## config.mk

```make
export PLATFORM = sky130hd
export DESIGN_NAME = mem_init_loader
export DESIGN_NICKNAME = d
export VERILOG_FILES = /design/src/rtl/mem_init_pkg.sv /design/src/rtl/mem_init_loader.sv
export SDC_FILE = /design/constraint.sdc
export NUM_CORES = 1
export LEC_CHECK = 0
export ABC_AREA = 1
export BUFFER_PORTS_ARGS = -buffer_cell sky130_fd_sc_hd__buf_2
export CELL_PAD_IN_SITES_DETAIL_PLACEMENT = 2
export CELL_PAD_IN_SITES_GLOBAL_PLACEMENT = 2
export CORE_ASPECT_RATIO = 1.1
export CORE_MARGIN = 2
export CORE_UTILIZATION = 30
export CTS_CLUSTER_DIAMETER = 120
export DETAILED_ROUTE_END_ITERATION = 12
export PLACE_DENSITY_LB_ADDON = 0.1
export RECOVER_POWER = 100
export SYNTH_ARGS = -nofsm -noshare
export SYNTH_HDL_FRONTEND = slang
export SYNTH_SLANG_ARGS = --single-unit
```

## constraint.sdc

```tcl
create_clock -name clk -period 4.3 [get_ports clk]
set_input_delay 0.645 -clock clk [delete_from_list [all_inputs] [get_ports clk]]
set_output_delay 0.645 -clock clk [all_outputs]
set_load 0.03 [all_outputs]
```

## src/rtl/mem_init_pkg.sv

```systemverilog
// mem_init_pkg: shared loader state encoding and word geometry for mem_init_loader.
package mem_init_pkg;
    typedef enum logic [1:0] {IDLE, COLLECT, WRITE, DONE} state_e;
    localparam int BYTES_PER_WORD = 4;
endpackage

```

## src/rtl/mem_init_loader.sv

```systemverilog
// mem_init_loader: packs a little-endian byte stream into words and writes them
// through the SRAM init port, holding the normal port off for the whole load.
module mem_init_loader
    import mem_init_pkg::*;
#(
    parameter int DATA_WIDTH = 8 * BYTES_PER_WORD,
    parameter int ADDR_WIDTH = 5
) (
    input  logic                  clk,
    input  logic                  rst_n,
    input  logic                  start,
    input  logic [ADDR_WIDTH:0]   num_words,
    input  logic                  s_valid,
    input  logic [7:0]            s_data,
    output logic                  s_ready,
    output logic                  init_en,
    output logic                  init_we,
    output logic [ADDR_WIDTH-1:0] init_addr,
    output logic [DATA_WIDTH-1:0] init_data,
    output logic                  busy,
    output logic                  done
);
    localparam int BPW = DATA_WIDTH / 8;
    localparam int BW = (BPW > 1) ? $clog2(BPW) : 1;
    localparam logic [ADDR_WIDTH:0] MAX_WORDS = (ADDR_WIDTH + 1)'(1) << ADDR_WIDTH;

    state_e                state_q, state_d;
    logic [ADDR_WIDTH:0]   count_q, count_d;
    logic [ADDR_WIDTH-1:0] word_idx_q, word_idx_d;
    logic [BW-1:0]         byte_idx_q, byte_idx_d;
    logic [DATA_WIDTH-1:0] word_q, word_d;
    logic [ADDR_WIDTH-1:0] addr_q, addr_d;
    logic [DATA_WIDTH-1:0] data_q, data_d;
    logic                  last_word;

    // word_idx is one bit narrower than the count, so compare with headroom
    assign last_word = ({1'b0, word_idx_q} + (ADDR_WIDTH + 1)'(1)) == count_q;

    always_comb begin
        state_d    = state_q;
        count_d    = count_q;
        word_idx_d = word_idx_q;
        byte_idx_d = byte_idx_q;
        word_d     = word_q;
        addr_d     = addr_q;
        data_d     = data_q;
        case (state_q)
            IDLE: if (start) begin
                count_d    = (num_words > MAX_WORDS) ? MAX_WORDS : num_words;
                word_idx_d = '0;
                byte_idx_d = '0;
                state_d    = (num_words == '0) ? DONE : COLLECT;
            end
            COLLECT: if (s_valid) begin
                word_d[8*byte_idx_q +: 8] = s_data;
                if (byte_idx_q == BW'(BPW - 1)) begin
                    addr_d  = word_idx_q;
                    data_d  = word_d;
                    state_d = WRITE;
                end else begin
                    byte_idx_d = byte_idx_q + BW'(1);
                end
            end
            WRITE: if (last_word) begin
                state_d = DONE;
            end else begin
                word_idx_d = word_idx_q + ADDR_WIDTH'(1);
                byte_idx_d = '0;
                state_d    = COLLECT;
            end
            default: state_d = IDLE;
        endcase
    end

    always_ff @(posedge clk) begin
        if (!rst_n) begin
            state_q    <= IDLE;
            count_q    <= '0;
            word_idx_q <= '0;
            byte_idx_q <= '0;
            word_q     <= '0;
            addr_q     <= '0;
            data_q     <= '0;
        end else begin
            state_q    <= state_d;
            count_q    <= count_d;
            word_idx_q <= word_idx_d;
            byte_idx_q <= byte_idx_d;
            word_q     <= word_d;
            addr_q     <= addr_d;
            data_q     <= data_d;
        end
    end

    assign s_ready   = state_q == COLLECT;
    assign init_en   = (state_q == COLLECT) || (state_q == WRITE);
    assign init_we   = state_q == WRITE;
    assign init_addr = addr_q;
    assign init_data = data_q;
    assign busy      = state_q != IDLE;
    assign done      = state_q == DONE;
endmodule

```

; ---- Word-level counts from Yosys, hierarchy flattened
; Cells that the tools add are included.
[word_totals]
regBits = 84
latchBits = 0
ramBits = 0
romBits = 0
out_inout_bits = 42
elab_cells = 52
mem_count = 0
[classes]
n_addsub = 4
n_mul = 0
n_div = 0
n_lt_le_gt_ge = 1
eq_ne = 10
n_shift = 2
n_mux = 16
n_bitwise = 0
n_reduce_logical = 12
[op_table]
columns = op, count
row1 = negation 5 -> 34 bit, 1
row2 = variable shift 8 x 34 -> 32 bit (first input constant), 1
row3 = variable part select 8 x 34 -> 32 bit, 1
row4 = bitwise mux 32 bit, 1
row5 = two-way mux 2 bit, 9
row6 = one-hot mux 2 bit (3 select lines), 2
row7 = two-way mux 5 bit, 2
row8 = one-hot mux 5 bit (2 select lines), 1
row9 = AND reduction 3 bit, 3
row10 = inequality test 2 bit (second input constant), 4
row11 = adder 5 x 1 -> 6 bit (second input constant), 1
row12 = == test 2 bit (second input constant), 3
row13 = == test 6 bit, 1
row14 = > comparator 6 bit (second input constant), 1
row15 = zero test 6 bit, 1
row16 = two-way mux 6 bit, 1
row17 = adder 5 x 1 -> 5 bit (second input constant), 1
row18 = AND reduction 5 bit, 1
row19 = AND reduction 2 bit, 2
row20 = nonzero test 2 bit, 2
row21 = nonzero test 3 bit, 1
row22 = adder 2 x 1 -> 2 bit (second input constant), 1
row23 = == test 2 x 1 -> 1 bit (second input constant), 1
row24 = zero test 2 bit, 1
row25 = other kinds (2), 2

; ---- Longest topological paths before layout
; Gate-level depths: netlist of run 1.
[logic_depth]
word_depth = 4
mapped_depth = 14
depth_no_buf = 13

; ---- Worst setup path after synthesis of run 1
; OpenSTA, ideal clock, no wires.
[synth_timing]
kind = register to register
start = register state_q[1]
end = register data_q[10] (netlist: init_data[10])
setup_ns = 0.114
arrival_ns = 1.660
setup_slack_ns = 2.526
stages_incl_launch_ff = 10
n_path_buf = 2
period_less_slack_ns = 1.774
path_cell_list = dfxtp_1 > inv_1 > ha_1 > buf_2 > nand2_2 > nor2_2 > inv_2 > clkbuf_1 > o21bai_1 > inv_1
[synth_via]
elab_chain_cells = 2
[synth_rtl]
columns = element, line
row1 = from (decl), mem_init_loader.sv:27  ; state_e state_q, state_d;
row2 = from (signal assigned), mem_init_loader.sv:85  ; state_q <= state_d;
row3 = == test 2 x 1 -> 1 bit, -
row4 = via s_ready, mem_init_loader.sv:15  ; output logic s_ready,
row5 = AND reduction 3 bit (no line), -
row6 = to (signal assigned), mem_init_loader.sv:91  ; data_q <= data_d;
row7 = to (decl), mem_init_loader.sv:33  ; logic [DATA_WIDTH-1:0] data_q, data_d;
; The timed path passes the listed nets, and every way through them passes these cells.
; A chain may end at the register's enable or synchronous reset.

; ---- Worst setup path in the final report of run 1
[layout_timing]
start = register state_q[1]
end = register data_q[31] (netlist: init_data[31])
[layout_via]
elab_chain_cells = 2
[layout_rtl]
columns = element, line
row1 = == test 2 x 1 -> 1 bit, mem_init_loader.sv:47  ; case (state_q)
row2 = AND reduction 3 bit (no line), -
; Every way passes these cells.

==> summary.txt, run 1 <==
Clock tree
  • TritonCTS buffer count: 9
  • Sinks on Clock Net: 84
  • Max Buffers Root-to-Sink: 2
  • Hold bufs inserted after CTS: 0
  • CTS Root Cell: clkbuf_16
  • Post-CTS Setup Bufs: 0
  • Worst skew pair latency: 0.35 ns
  • CTS resizes: 0
  • CTS clock-pin slew for the worst setup and hold paths: 0.06 ns
  • CTS tree: built
  • CTS H-tree depth: 3

Timing
  • Clk_skew: 0.008075 ns
  • Actual slew at the worst max-slew pin: 1.528 ns
  • Slew margin rel.: -0.02009
  • Count of pins over their slew limit: 46
  • Fmax achieved: 0.3182 GHz
  • Hold Vio Cnt, Final: 0
  • Fin crit period: 3.143 ns
  • # setup viols final: 0
  • Unrepaired setup endpoints after global routing: false
  • Final period util: 0.7308
  • Setup TNS: 0 ns

Worst hold path
  • Worst hold path class: reg -> reg

Routing
  • Drt total wl: 12.21 mm
  • Wire per inst: 16.37 um
  • Vias: 3710
  • First-pass DRT Iterations: 4
  • Starting DRT DRC Count: 120
  • DRC violations left: 0
  • Via density: 4.973
  • Post-route ant nets: 0

Yosys
  • Post-synth EDFFs: 0
  • Share of synthesized registers carrying an async set or reset: 0
  • Leading area contributor after synthesis: dfxtp_1
  • Ys flop type: dfxtp_1
  • Register area share after synthesis: 0.4238
  • Mapped cell area: 3968 sq um
  • Gate Count Post-Synth: 537
  • Top post-synthesis cells by area: dfxtp_1, inv_1, o21ai_0
  • Complex-gate fraction of the synthesized area: 0.2690
  • Most frequent cell after synthesis: inv_1
  • Ys Warns: 0
  • Simple-gate share of the synthesized area: 0.1135
  • Post-synth cell types: 34
  • Post-Synth XOR/XNOR Area: 0.004415
  • Syn_nets: 566
  • Post-synthesis mux area share: 0
  • Adder-cell share of the synthesized area: 0.03469
  • Main combinational cell family by area after synthesis: compound AO/OA/AOI/OAI gates
  • Avg Inst Size Synth: 7.388 sq um
  • Top cell type's share of synthesized area: 0.4238
  • Synth cell count leaders: inv_1, dfxtp_1, o21ai_0
  • #FFs+latches synth: 84

Floorplan
  • Row Count: 44
  • Die height: 124.6 um
  • Ports: 60
  • Core ar.: 13050 sq um
  • Die area: 14160 sq um
  • Starting density of the core: 0.3041
  • Die X: 113.7 um

Setup path
  • CP Launch Type: flop
  • CP endpoint kind: flop
  • Critical path class: reg -> reg
  • CP required: 4.59 ns
  • Crit-path max FO: 64
  • Crit path arrival time: 3.44 ns
  • R2r setup slk: 1.16 ns

Cells and area
  • Non-Filler Instances: 746
  • NumNets Final: 609
  • Layout cells sized above 1: 0.07692
  • Fin area: 4593 sq um
  • Area grow syn2layout: 15.77%
  • FF/Latch Area: 1682 sq um
  • ANT cells: 0
  • Multi-input logic area: 1659 sq um
  • # fillers: 1560
  • Layout Utilization: 0.3520

GRT
  • Initial antenna violation count: 0
  • Tot GR Track Use: 0.1820
  • Gr ovfl total: 0
  • First-pass GRT wire length: 20.41 mm
  • Vias in the first global route: 4013
  • Largest net degree at the start of global routing: 65

Power and ir drop
  • Total Power: 2.377 mW
  • Gate power share: 0.264
  • Power Density: 517.6 nW/um^2
  • Maximum VDD drop: 0.0001477 V
  • Psw: 0.8209 mW
  • Sequential power share: 0.381
  • Sw Share: 0.3453
  • Clk pwr share: 0.355
  • Int Pwr: 1.556 mW
  • Leak: 2.190 nW

Flow run
  • Maxcap violations: 1

Placement
  • DP Area: 4347 sq um
  • GP Congestion: 0.7186
  • Post-Place Cells: 730
  • Port-buffer cells: 59
  • Dpl hpwl: 8.762 mm

Run status
  • Status: finished, violations left
  • Violated checks: capacitance limit, slew limit
worst max-delay path: stages (launching register included):
cell      delay [ns]
dfxtp_1         0.33
inv_1           0.08
ha_1            0.35
nand2_2         0.06
clkbuf_2        0.65
nor2_1          0.36
clkbuf_1        0.72
o21ai_0         0.21
o21bai_1        0.21
inv_1           0.07
power groups by stage:
stage / clock, mW / sequential, mW / combinational (mW)
3_5_place_dp: 0 / 0.925 / 0.648
2_1_floorplan: 0 / 0.906 / 0.469
3_3_place_gp: 0 / 0.921 / 0.622
6_report: 0.844 / 0.906 / 0.628
4_1_cts: 0.872 / 0.907 / 0.655
5_1_grt: 0.903 / 0.916 / 0.711
area by class of cell:
cell class | instances | area share
Clock buffer | 12 | 0.05366
Clock inverter | 4 | 0.01580
Inverter | 126 | 0.1030
Multi-Input combinational cell | 297 | 0.3612
Sequential cell | 84 | 0.3661
Tap cell | 161 | 0.04386
Timing Repair Buffer | 62 | 0.05639
path summary, 6_finish.rpt:
| check | start | cells after the start | endpoint |
|---|---|---|---|
| max | state_q[1] | 9 | init_data[31] |
| min | word_q[0] | 2 | word_q[0] |
| max reg2reg | state_q[1] | 9 | init_data[31] |
| min reg2reg | word_q[0] | 2 | word_q[0] |
cell usage in the layout (no fill, tap or decap), types with 2 or more instances in the layout:
cell and count:
nor3_1 2, a21oi_1 50, nand2_1 49, clkbuf_16 9, buf_2 17, ha_1 11, dfxtp_1 84, bufinv_16 2
nand3_1 15, o21bai_1 31, inv_1 124, o21ai_0 68, nand4_1 4, a211oi_1 2, nand2_2 5, nor2_2 2
o22ai_1 32, nor2_1 15, clkbuf_1 45, inv_2 2
per-layer routing:
layer  track usage  part of all wire  vias to the layer above
met5             0                 0                        -
met4       0.07030             0.018                        0
met3       0.02725             0.025                       16
met2        0.3184              0.51                       44
met1        0.2231              0.44                     1833
li1              -                 -                     1817
registers in the layout (all words and copies together) (netlist names):
name and count:
count_q 6, init_addr 5, word_q 32, state_q 2, byte_idx_q 2, init_data 32
word_idx_q 5
through the flow:
stage	hold WS, ns	worst slack, ns
6_report	0.4740	1.157
5_1_grt	0.5180	0.7989
4_1_cts	0.4800	1.736
3_5_place_dp	0.4646	1.763
3_3_place_gp	0.4605	1.818
2_1_floorplan	0.4453	2.526
cells by family (layout without fill, tap and decap cells):
kind of cell	after synthesis	count (layout)
and+or+nand+nor	97	97
buffers and inverters	156	204
adders and majority gates	11	11
xor gates and xnor gates	2	2
DFF	84	84
AOI/OAI and AO/OA	187	187
Note: power is estimated with default switching activity, not from simulation.
==> run 2: changes to the inputs <==
- clock period: 4.3 -> 3.2 ns (I/O delays scaled with it)
==> summary.txt, run 2 (synthesis gave the netlist of run 1 again) <==
Cells and area
  • Area grow syn2layout: 16.37%
  • NumNets Final: 609 (unchanged)
  • ANT cells: 0 (unchanged)
  • Leading cell type in the layout, fill and taps excluded: inv_1
  • Non-Filler Instances: 746 (unchanged)
  • Layout cells sized above 1: 0.08376 (+0.006838)
  • Fin area: 4617 sq um (+0.52%)
  • Most frequent cells in the layout: inv_1, dfxtp_1, o21ai_0

Timing
  • Hold Vio Cnt, Final: 0 (unchanged)
  • Setup TNS: 0 ns (unchanged)
  • Slew margin rel.: 0.4170 (+0.4371)
  • Actual slew at the worst max-slew pin: 0.8654 ns (-0.6631 ns)
  • # setup viols final: 0 (unchanged)
  • Fmax achieved: 0.4165 GHz (+31%)
  • Fin crit period: 2.401 ns (-0.7415 ns)
  • Unrepaired setup endpoints after global routing: false
  • Final period util: 0.7503 (+0.01950)
  • Count of pins over their slew limit: 0 (-100%)
  • Clk_skew: 0.005432 ns (-0.002643 ns)
  • Final WS setup: 0.7990 ns (-0.3585 ns)

Setup path
  • Terminus of the critical flop-to-flop path: word_q[0]
  • Critical path class: reg -> reg
  • R2r setup slk: 0.80 ns (-0.36 ns)
  • Crit-path max FO: 13 (-80%)
  • CP endpoint kind: flop
  • R2R Path Start: byte_idx_q[0]
  • CP required: 3.47 ns (-1.12 ns)
  • Crit path arrival time: 2.68 ns (-0.76 ns)
  • CP Launch Type: flop
  • Worst r2r path cells: 7 (-2)

Power and ir drop
  • Psw: 1.107 mW (+35%)
  • Sequential power share: 0.376 (-0.005)
  • Clk pwr share: 0.366 (+0.011)
  • Gate power share: 0.258 (-0.006)
  • Total Power: 3.240 mW (+36%)
  • Int Pwr: 2.133 mW (+37%)
  • Leak: 2.209 nW (+0.89%)
  • Sw Share: 0.3418 (-0.003495)
  • Maximum VDD drop: 0.0002107 V (+43%)
  • Power Density: 701.7 nW/um^2 (+36%)

Clock tree
  • Worst skew pair latency: 0.35 ns (about the same)
  • CTS Root Cell: clkbuf_16
  • Hold bufs inserted after CTS: 0 (unchanged)
  • Max Buffers Root-to-Sink: 2 (unchanged)
  • TritonCTS buffer count: 9 (unchanged)
  • CTS resizes: 0 (unchanged)
  • CTS H-tree depth: 3 (unchanged)
  • CTS clock-pin slew for the worst setup and hold paths: 0.06 ns (about the same)
  • CTS tree: built
  • Post-CTS Setup Bufs: 0 (unchanged)
  • Sinks on Clock Net: 84 (unchanged)

Floorplan
  • Die height: 124.6 um (unchanged)
  • Die X: 113.7 um (unchanged)
  • Row Count: 44 (unchanged)
  • Core ar.: 13050 sq um (unchanged)
  • Ports: 60 (unchanged)
  • Die area: 14160 sq um (unchanged)
  • Starting density of the core: 0.3041 (unchanged)

Placement
  • Post-Place Cells: 730 (unchanged)
  • Post-Place Worst Slack: 0.9416 ns (-0.8215 ns)
  • Port-buffer cells: 59 (unchanged)
  • DP Area: 4347 sq um (unchanged)
  • Dpl hpwl: 8.664 mm (-1.1%)
  • GP Congestion: 0.7096 (-1.3%)

Routing
  • Starting DRT DRC Count: 109 (-9.2%)
  • Drt total wl: 12.25 mm (+0.33%)
  • Wire per inst: 16.43 um (+0.33%)
  • Post-route ant nets: 0 (unchanged)
  • DRC violations left: 0 (unchanged)
  • First-pass DRT Iterations: 4 (unchanged)
  • Via density: 4.934 (-0.78%)
  • Vias: 3681 (-0.78%)

GRT
  • Largest net degree at the start of global routing: 64 (-1.5%)
  • Initial antenna violation count: 0 (unchanged)
  • Vias in the first global route: 3866 (-3.7%)
  • Gr ovfl total: 0 (unchanged)
  • Tot GR Track Use: 0.1827 (+0.0006828)
  • First-pass GRT wire length: 20.27 mm (-0.71%)

Worst hold path
  • Hold Path Origin: num_words[4]
  • Worst hold path class: in -> reg
  • Worst Hold Endpoint: count_q[4]
  • Hold Path Stages: 3 (+1)

Flow run
  • Maxcap violations: 0 (-1)

Run status
  • Status: finished clean
==> run 2: area by class of cell <==
type | instances | area (sq um)
multi-input cells | 297 | 1659
flip-flops and latches | 84 | 1682
clock inverters | 4 | 70.07
repair buffers | 62 | 265.3
clock buffers | 12 | 266.5
fillers | 1581 | 8431
well taps | 161 | 201.4
inverters | 126 | 473.0
==> run 2: per-layer routing <==
| layer | vias up | share of wire | track usage |
|---|---|---|---|
| met4 | 0 | 0.022 | 0.07747 |
| met5 | - | 0 | 0 |
| met2 | 48 | 0.51 | 0.3212 |
| li1 | 1821 | - | - |
| met3 | 16 | 0.024 | 0.02774 |
| met1 | 1796 | 0.44 | 0.2194 |
==> run 2: power by group through the flow <==
| stage | combinational (mW) | sequential [mW] | clock (mW) |
|---|---|---|---|
| floorplan | 0.631 | 1.22 | 0 |
| global route | 0.945 | 1.23 | 1.26 |
| finish | 0.837 | 1.22 | 1.19 |
| detailed placement | 0.865 | 1.24 | 0 |
| CTS | 0.876 | 1.22 | 1.22 |
| global placement | 0.840 | 1.23 | 0 |
==> run 2: critical path: stages (launching register included) <==
cell	delay, ns
dfxtp_1	0.64
inv_1	0.24
ha_1	0.40
inv_1	0.10
nand4_1	0.35
o22ai_1	0.35
nand3_1	0.11
a21oi_1	0.13
==> run 2: worst max path at each step <==
stage	startpoint	endpoint	depth (start not counted)	slack [ns]
floorplan	state_q[1]	init_data[10]	9	1.43
global placement	byte_idx_q[0]	init_data[8]	7	1.06
detailed placement	byte_idx_q[0]	init_data[4]	7	0.94
CTS	byte_idx_q[0]	word_q[0]	7	0.92
global route	byte_idx_q[0]	word_q[0]	7	0.59
finish	byte_idx_q[0]	word_q[0]	7	0.80
==> run 2: through the flow <==
step	hold WS [ns]	util
floorplan	0.4453	-
global placement	0.4588	0.3331
detailed placement	0.4755	0.3331
CTS	0.3943	0.3589
global route	0.4062	0.3539
finish	0.3985	0.3539
